### src/rtl/readback_pkg.sv
// readback_pkg: register map, bit positions and per-queue status record shared by
// the host read path and its output queues.
package readback_pkg;
    localparam logic [3:0] ADDR_STATUS = 4'd0;
    localparam logic [3:0] ADDR_POP1   = 4'd1;
    localparam logic [3:0] ADDR_POP2   = 4'd2;
    localparam logic [3:0] ADDR_POP3   = 4'd3;
    localparam logic [3:0] ADDR_COUNT1 = 4'd4;
    localparam logic [3:0] ADDR_COUNT2 = 4'd5;
    localparam logic [3:0] ADDR_COUNT3 = 4'd6;
    localparam logic [3:0] ADDR_CTRL   = 4'd7;
    localparam int ST_EMPTY     = 0;
    localparam int ST_FULL      = 4;
    localparam int ST_OVF       = 8;
    localparam int ST_UDF       = 12;
    localparam int CTRL_OVF_CLR = 0;
    localparam int CTRL_UDF_CLR = 4;
    localparam int CTRL_IRQ_EN  = 8;
    typedef struct packed {
        logic empty;
        logic full;
        logic ovf;
        logic udf;
    } queue_status_t;
endpackage

### src/rtl/port_readback_out_fifo.sv
// out_fifo: synchronous first-word-fall-through queue; push is refused when full and
// pop is refused when empty, so the occupancy count can never wrap.
module out_fifo #(
    parameter int DEPTH = 4,
    parameter int WIDTH = 32,
    parameter int CNTW  = $clog2(DEPTH) + 1
) (
    input  logic             clk,
    input  logic             reset,
    input  logic             push,
    input  logic             pop,
    input  logic [WIDTH-1:0] din,
    output logic [WIDTH-1:0] dout,
    output logic [CNTW-1:0]  count,
    output logic             empty,
    output logic             full
);
    localparam int AW = $clog2(DEPTH);
    logic [WIDTH-1:0] mem [DEPTH];
    logic [AW-1:0] wr_q, wr_d, rd_q, rd_d;
    logic [CNTW-1:0] count_q, count_d;
    logic do_push, do_pop;
    always_comb begin
        do_push = push & ~full;
        do_pop  = pop & ~empty;
        wr_d    = wr_q + AW'(do_push);
        rd_d    = rd_q + AW'(do_pop);
        count_d = count_q + CNTW'(do_push) - CNTW'(do_pop);
    end
    always_ff @(posedge clk) begin
        if (reset) begin
            wr_q    <= '0;
            rd_q    <= '0;
            count_q <= '0;
        end else begin
            wr_q    <= wr_d;
            rd_q    <= rd_d;
            count_q <= count_d;
        end
    end
    always_ff @(posedge clk) begin
        if (do_push) mem[wr_q] <= din;
    end
    assign dout  = mem[rd_q];
    assign count = count_q;
    assign empty = (count_q == '0);
    assign full  = (count_q == CNTW'(DEPTH));
endmodule

### src/rtl/port_readback.sv
// port_readback: Avalon-MM responder that queues the three switch output ports and
// lets the host pop them, read status/counts and clear sticky error flags.
module port_readback
    import readback_pkg::*;
#(
    parameter int DEPTH = 4,
    parameter int WIDTH = 32
) (
    input  logic             clk,
    input  logic             reset,
    input  logic             chipselect,
    input  logic             read,
    input  logic             write,
    input  logic [3:0]       address,
    input  logic [WIDTH-1:0] writedata,
    output logic [WIDTH-1:0] readdata,
    input  logic [WIDTH-1:0] out_data1,
    input  logic [WIDTH-1:0] out_data2,
    input  logic [WIDTH-1:0] out_data3,
    input  logic             out_valid1,
    input  logic             out_valid2,
    input  logic             out_valid3,
    output logic             out_ready1,
    output logic             out_ready2,
    output logic             out_ready3,
    output logic             irq
);
    localparam int CNTW = $clog2(DEPTH) + 1;
    logic rd, wr, ctrl_wr;
    logic [WIDTH-1:0] din [3];
    logic [WIDTH-1:0] dout [3];
    logic [CNTW-1:0] count [3];
    logic [2:0] vld, push, pop, empty, full;
    queue_status_t qs [3];
    logic [2:0] ovf_q, ovf_d, udf_q, udf_d;
    logic irq_en_q, irq_en_d, irq_q, irq_d;
    logic [WIDTH-1:0] readdata_q, readdata_d, status_word, rdata;
    logic unused_wdata;
    assign rd      = chipselect & read & ~write;
    assign wr      = chipselect & write;
    assign ctrl_wr = wr & (address == ADDR_CTRL);
    assign din     = '{out_data1, out_data2, out_data3};
    assign vld     = {out_valid3, out_valid2, out_valid1};
    assign unused_wdata = ^{writedata[WIDTH-1:9], writedata[7], writedata[3]};
    for (genvar i = 0; i < 3; i++) begin : g_q
        assign push[i] = vld[i] & ~full[i];
        assign pop[i]  = rd & (address == ADDR_POP1 + 4'(i));
        assign qs[i]   = '{empty: empty[i], full: full[i], ovf: ovf_q[i], udf: udf_q[i]};
        out_fifo #(.DEPTH(DEPTH), .WIDTH(WIDTH), .CNTW(CNTW)) u_fifo (
            .clk   (clk),
            .reset (reset),
            .push  (push[i]),
            .pop   (pop[i]),
            .din   (din[i]),
            .dout  (dout[i]),
            .count (count[i]),
            .empty (empty[i]),
            .full  (full[i])
        );
    end
    always_comb begin
        status_word = '0;
        for (int n = 0; n < 3; n++) begin
            status_word[ST_EMPTY+n] = qs[n].empty;
            status_word[ST_FULL+n]  = qs[n].full;
            status_word[ST_OVF+n]   = qs[n].ovf;
            status_word[ST_UDF+n]   = qs[n].udf;
        end
        rdata = (address == ADDR_STATUS) ? status_word :
                (address == ADDR_POP1)   ? (empty[0] ? '0 : dout[0]) :
                (address == ADDR_POP2)   ? (empty[1] ? '0 : dout[1]) :
                (address == ADDR_POP3)   ? (empty[2] ? '0 : dout[2]) :
                (address == ADDR_COUNT1) ? WIDTH'(count[0]) :
                (address == ADDR_COUNT2) ? WIDTH'(count[1]) :
                (address == ADDR_COUNT3) ? WIDTH'(count[2]) :
                (address == ADDR_CTRL)   ? (WIDTH'(irq_en_q) << CTRL_IRQ_EN) : '0;
        // A new event in the same cycle as its clear keeps the flag set.
        ovf_d      = (vld & full) | (ovf_q & ~({3{ctrl_wr}} & writedata[CTRL_OVF_CLR +: 3]));
        udf_d      = (pop & empty) | (udf_q & ~({3{ctrl_wr}} & writedata[CTRL_UDF_CLR +: 3]));
        irq_en_d   = ctrl_wr ? writedata[CTRL_IRQ_EN] : irq_en_q;
        irq_d      = irq_en_q & ~&empty;
        readdata_d = rd ? rdata : readdata_q;
    end
    always_ff @(posedge clk) begin
        if (reset) begin
            ovf_q      <= '0;
            udf_q      <= '0;
            irq_en_q   <= 1'b0;
            irq_q      <= 1'b0;
            readdata_q <= '0;
        end else begin
            ovf_q      <= ovf_d;
            udf_q      <= udf_d;
            irq_en_q   <= irq_en_d;
            irq_q      <= irq_d;
            readdata_q <= readdata_d;
        end
    end
    assign readdata   = readdata_q;
    assign irq        = irq_q;
    assign out_ready1 = ~full[0];
    assign out_ready2 = ~full[1];
    assign out_ready3 = ~full[2];
endmodule
### config.mk
export PLATFORM = sky130hd
export DESIGN_NAME = port_readback
export DESIGN_NICKNAME = d
export VERILOG_FILES = /design/src/rtl/readback_pkg.sv /design/src/rtl/port_readback_out_fifo.sv /design/src/rtl/port_readback.sv
export SDC_FILE = /design/constraint.sdc
export NUM_CORES = 1
export LEC_CHECK = 0
export ABC_AREA = 0
export BUFFER_PORTS_ARGS = -buffer_cell sky130_fd_sc_hd__buf_4
export CELL_PAD_IN_SITES_DETAIL_PLACEMENT = 1
export CELL_PAD_IN_SITES_GLOBAL_PLACEMENT = 1
export CORE_UTILIZATION = 48
export CTS_BUF_LIST = sky130_fd_sc_hd__clkbuf_8
export DETAILED_ROUTE_END_ITERATION = 12
export GPL_TIMING_DRIVEN = 0
export PLACE_DENSITY = 0.8
export SETUP_SLACK_MARGIN = 0.5
export SYNTH_ARGS = -nofsm -noshare
export SYNTH_HDL_FRONTEND = slang
export SYNTH_SLANG_ARGS = --single-unit
### constraint.sdc
create_clock -name clk -period 6.8 [get_ports clk]
set_input_delay 0.68 -clock clk [delete_from_list [all_inputs] [get_ports clk]]
set_output_delay 0.68 -clock clk [all_outputs]
set_load 0.005 [all_outputs]
==> impl_metrics.json, run 1 <==
{
  "status": "complete, no violations",
  "utilization_pct": 58.9,
  "yosys_warnings": 0,
  "p_leak_nw": 6.91,
  "wire_per_inst_um": 25.8,
  "fin_crit_sh_pct": 44.6,
  "maxCapViolations": 0,
  "hold_buffers": 0,
  "cts_setup_buffers": 0,
  "critical_path_class": "reg2reg",
  "clk_path_buf_depth": 3,
  "yosys-top-cells-area": "edfxtp_1 (68%), mux4_2 (13%), dfxtp_1 (7.2%)",
  "synth_cell_type_count": 49,
  "drt_iter0_drc": 740,
  "cts_resized": 0,
  "hold_class": "in2reg",
  "hold_path_startpoint": "out_data1[27]",
  "synth_edf_count": 384,
  "finalHoldViolCount": 0,
  "vias": 9209,
  "gp_congestion": 0.874,
  "grt_pass1_wl_mm": 61.8,
  "grt_max_degree": 33,
  "async_flop_share_pct": 0,
  "required_ps": 7260,
  "rsz0062_at_grt": "false",
  "layout_commonest_cell": "edfxtp_1",
  "dieHeight_um": 190,
  "final.setup_skew_ps": 35.5,
  "power_density_mw_per_mm2": 314,
  "dp_hpwl_mm": 28.7,
  "end_kind": "flip-flop",
  "tightest_slew_ps": 992,
  "rows": 68,
  "slew_viol_final": 0,
  "crit_arrival_ps": 3490,
  "avgSynthCellArea_um2": 19.7,
  "critPathMaxFanout": 10,
  "numCtsBuffers": 73,
  "clk_latency_ps": 610,
  "start_util_pct": 48.8,
  "crit_start": "g_q[0].u_fifo.count[1]",
  "yosysSeqAreaShare_pct": 75.4,
  "synth_area_mm2": 0.0169,
  "synth_nets": 1008,
  "place.port_buffers": 149,
  "antenna_found_initial": 3,
  "grt_overflow": 0,
  "htreeDepth": 3,
  "die_area_mm2": 0.0360,
  "fillers": 3084,
  "synth_seq_cells": 445,
  "setup_tns_ps": 0,
  "synthCells": 857,
  "yosysTopAreaCellShare_pct": 68.2,
  "power.total_mw": 6.40,
  "fin_cells": 1620,
  "drc": 0,
  "cts_sinks": 445,
  "r2r_start": "g_q[0].u_fifo.count[1]",
  "clock.fmax_ghz": 0.329,
  "gr-usage-all-layers_pct": 23.8,
  "dr.pass1.iters": 5,
  "synthFlopType": "edfxtp_1",
  "core_mm2": 0.0346,
  "cts_tree": "done",
  "routed_wl_mm": 41.8,
  "setup_violations": 0,
  "ir_worst_vdd_uv": 225,
  "cts.clk_slew.worst_paths_ps": 60,
  "die_x_um": 190,
  "mostFrequentLayoutCells": "edfxtp_1 (384), buf_4 (151), mux4_2 (96), clkbuf_8 (83), dfxtp_1 (61)",
  "grt_pass1_vias": 10100,
  "drive_gt1_share_pct": 35.2,
  "areaGrowthSynthToFinish_pct": 20.6,
  "fin_nets": 1253,
  "dp.cells": 1482,
  "pin_count": 176,
  "fin_crit_ps": 3030,
  "critPathLaunchType": "flip-flop",
  "hold_slack_ps": 265,
  "slew_headroom_pct": 33.2,
  "synth_top_area_cell": "edfxtp_1",
  "clockRootBuffer": "clkbuf_8",
  "drtAntennaViolNets": 0,
  "viasPerCell": 5.68
}
## sequential cells by signal, indices dropped and copies added (netlist names)
register          flops
g_q.u_fifo.mem      384
readdata             32
g_q.u_fifo.count      9
g_q.u_fifo.rd_q       6
g_q.u_fifo.wr_q       6
ovf_q                 3
udf_q                 3
irq                   1
irq_en_q              1
## final cells by class
cell class                      count  area [um^2]  area share [%]
Multi-Input combinational cell    354         3950            19.4
Sequential cell                   445        12800            62.6
Inverter                           12         45.0           0.221
Clock inverter                     51          305            1.50
Timing Repair Buffer              170         1390            6.83
Clock buffer                       83         1140            5.60
Buffer                             46          215            1.06
Tap cell                          455          569            2.79
Antenna cell                        4         10.0          0.0491
## cell usage after synthesis, drive strengths merged, types with 4 or more instances
| library cell | number |
|---|---|
| and2 | 6 |
| xnor2 | 9 |
| edfxtp | 384 |
| nand3b | 7 |
| buf | 23 |
| clkbuf | 23 |
| nor2 | 35 |
| a21boi | 5 |
| ha | 8 |
| o21ai | 30 |
| a211oi | 9 |
| a22o | 4 |
| a221oi | 6 |
| mux4 | 96 |
| nor3 | 7 |
| dfxtp | 61 |
| inv | 12 |
| nand2 | 24 |
| xor2 | 5 |
| nor2b | 11 |
| a22oi | 52 |
| o22ai | 5 |
## worst max-delay path, stage by stage (launching register included)
cell,delay (ps)
dfxtp_1,470
nor3_2,140
nor2b_1,330
clkbuf_1,440
and2_1,270
ha_1,250
inv_1,60
ha_1,130
inv_1,50
fa_1,390
xor2_1,170
xnor2_1,130
nor2_1,60
## kinds of logic (layout without fill, tap and decap cells)
kind of cell | count (synthesis) | after routing | share of synthesized area [%]
compound gates | 121 | 121 | 4.96
xor+xnor | 14 | 14 | 0.725
fa+ha+maj | 11 | 11 | 0.947
buf+inv | 58 | 362 | 1.54
flops | 445 | 445 | 75.4
mux | 99 | 99 | 13.0
other cells | 0 | 4 | 0
simple gates | 109 | 109 | 3.45
## power breakdown
group	total (mW)	leakage (nW)	internal, mW	switching [mW]
Combinational	0.735	2.04	0.312	0.422
Clock	2.29	0.851	1.24	1.05
Sequential	3.37	4.02	3.27	0.103
## per-layer routing
| layer | wire [um] | GRT usage [%] | up-vias |
|---|---|---|---|
| li1 | - | - | 4018 |
| met1 | 16500 | 29.1 | 4840 |
| met2 | 21900 | 41.2 | 287 |
| met3 | 2510 | 5.17 | 64 |
| met4 | 886 | 9.18 | 0 |
| met5 | 0 | 0 | - |
## through the flow
stage	setup WS (ps)	cell area, um^2
6_report	3770	20400
5_1_grt	3570	20400
4_1_cts	3750	20400
3_5_place_dp	3330	18900
3_3_place_gp	1110	18600
2_1_floorplan	3120	16900
## final timing paths
| kind | cells after the start | end | slack [ps] |
|---|---|---|---|
| setup / recovery | 12 | g_q[0].u_fifo.count[2] | 3770 |
| hold / removal | 1 | g_q[0].u_fifo.mem[1][27] | 260 |
| setup reg to reg | 12 | g_q[0].u_fifo.count[2] | 3770 |
| hold reg to reg | 2 | irq | 470 |
(Power assumes the default switching activity.)
==> inputs of run 2 (changes only) <==
clock period = 3 ns   (was 6.8 ns; I/O delays follow)
==> run 2 against run 1 <==
  * Fmax up 21%
  * Die area unchanged
  * Wire length up 9.7%
  * Sequential cell count unchanged
  * Final cell count up 6.9%
  * Largest cell class unchanged
  * Largest power group unchanged
  * Highest routed layer is now met5
==> impl_metrics.json, run 2 (synthesized netlist as in run 1, its figures left out) <==
{
  "hold_class": "in2reg",
  "grt_pass1_vias": 10800,
  "die_x_um": 190,
  "clk_latency_ps": 610,
  "p_leak_nw": 7.37,
  "clock.fmax_ghz": 0.398,
  "power_density_mw_per_mm2": 678,
  "grt_pass1_wl_mm": 66.9,
  "die_area_mm2": 0.0360,
  "wire_per_inst_um": 26.5,
  "layout_commonest_cell": "edfxtp_1",
  "fin_cells": 1732,
  "start_util_pct": 48.8,
  "clk_path_buf_depth": 3,
  "numCtsBuffers": 74,
  "crit_arrival_ps": 2960,
  "drtAntennaViolNets": 0,
  "htreeDepth": 3,
  "viasPerCell": 5.67,
  "final.setup_skew_ps": 24.4,
  "fin_crit_sh_pct": 83.8,
  "dieHeight_um": 190,
  "hold_slack_ps": 37.3,
  "rsz0062_at_grt": "true",
  "seq_area_mm2": 0.0128,
  "fin_nets": 1365,
  "dp_hpwl_mm": 28.6,
  "required_ps": 3440,
  "gr-usage-all-layers_pct": 25.9,
  "place_ws_ps": -144,
  "vias": 9819,
  "fillers": 3015,
  "rows": 68,
  "critPathMaxFanout": 10,
  "critPathMaxStageDelay_ps": 370,
  "power.total_mw": 14.6,
  "cts_tree": "done",
  "grt_max_degree": 33,
  "cp_num_buf_inv": 3,
  "utilization_pct": 62.3,
  "ir_worst_vdd_uv": 415,
  "slew_headroom_pct": 38.1,
  "largest-register": "g_q.u_fifo.mem",
  "critPathSlowestCell": "dfxtp_4",
  "dr.pass1.iters": 5,
  "drc": 0,
  "mostFrequentLayoutCells": "edfxtp_1 (384), buf_4 (164), dlygate4sd3_1 (101), mux4_2 (96), clkbuf_8 (78)",
  "finalHoldViolCount": 0,
  "drt_iter0_drc": 851,
  "crit_family": "adder cells",
  "gp_congestion": 0.877,
  "antenna_found_initial": 4,
  "critPathLaunchType": "flip-flop",
  "fin_ws_ps": 485,
  "status": "complete, no violations",
  "dp.cells": 1476,
  "setup_violations": 0,
  "place.port_buffers": 149,
  "worstPathCellList": "nor3_4 -> nor2b_4 -> buf_8 -> and2_1 -> ha_1 -> inv_1 -> ha_1 -> inv_1 -> fa_2 -> xor2_2 -> xnor2_1 -> nor2_1",
  "fin_crit_ps": 2510,
  "cts_sinks": 445,
  "tightest_slew_ps": 928,
  "multiInputGateArea_mm2": 0.00403,
  "pin_count": 176,
  "largest_reg_flops": 384,
  "cts.clk_slew.worst_paths_ps": 60,
  "end_kind": "flip-flop",
  "routed_wl_mm": 45.8,
  "maxCapViolations": 0,
  "areaGrowthSynthToFinish_pct": 27.7,
  "slew_viol_final": 0,
  "critical_path_class": "reg2reg",
  "drive_gt1_share_pct": 33.4,
  "grt_overflow": 0,
  "core_mm2": 0.0346,
  "clockRootBuffer": "clkbuf_8"
}
-- run 2: cell types whose count changed in the layout (fill, tap and decap cells not counted), sizes merged, moves of 4 or more --
cell         change
inv              -4
dlygate4sd3    +101
buf             +10
clkinvlp         +4
clkbuf           -5
clkinv           +9
-- run 2: cell type report --
class / count / area share (%)
diodes: 3 / 0.0348
clock inverters: 58 / 1.31
plain buffers: 46 / 1.05
clock buffers: 78 / 4.97
inverters: 12 / 0.209
repair buffers: 281 / 12.0
flip-flops and latches: 445 / 59.1
multi-input cells: 354 / 18.7
well taps: 455 / 2.64
-- run 2: what timing repair did --
action	CTS	global route
hold endpoints to repair	389	0
setup buffers	1	15
hold buffers	101	0
pin swaps	2	7
setup endpoints to repair	29	100
gates resized for setup	10	9
-- run 2: final timing paths --
kind / from / to / slack, ps / cells past startpoint
min reg2reg: irq_en_q / irq / 460 / 2
max: g_q[0].u_fifo.count[2] / g_q[0].u_fifo.count[2] / 490 / 12
max reg2reg: g_q[0].u_fifo.count[2] / g_q[0].u_fifo.count[2] / 490 / 12
min: writedata[1] / ovf_q[1] / 40 / 4
-- run 2: report_power, final --
part	leakage, nW	internal, mW	switching (mW)
logic	2.57	0.915	1.07
clock network	0.787	2.51	2.46
registers	4.02	7.42	0.269
-- run 2: routing by layer --
layer | vias up | wire (um) | GRT usage (%)
met4 | 2 | 1480 | 10.7
met2 | 394 | 24100 | 45.3
met1 | 5087 | 17600 | 31.3
li1 | 4243 | - | -
met5 | - | 15 | 0
met3 | 93 | 2660 | 5.18
-- run 2: metrics by stage --
| stage | instance area, um^2 | TNS (ps) |
|---|---|---|
| 5_1_grt | 21600 | 0 |
| 3_3_place_gp | 18700 | -53510 |
| 3_5_place_dp | 19000 | -220 |
| 6_report | 21600 | 0 |
| 2_1_floorplan | 17000 | 0 |
| 4_1_cts | 21400 | 0 |
-- run 2: worst register-to-register path, cell delays in order, from the launching register on --
cell and delay, ps:
dfxtp_4 370, nor3_4 270, nor2b_4 100, buf_8 160
and2_1 200, ha_1 280, inv_1 60, ha_1 130
inv_1 50, fa_2 360, xor2_2 180, xnor2_1 140
nor2_1 60
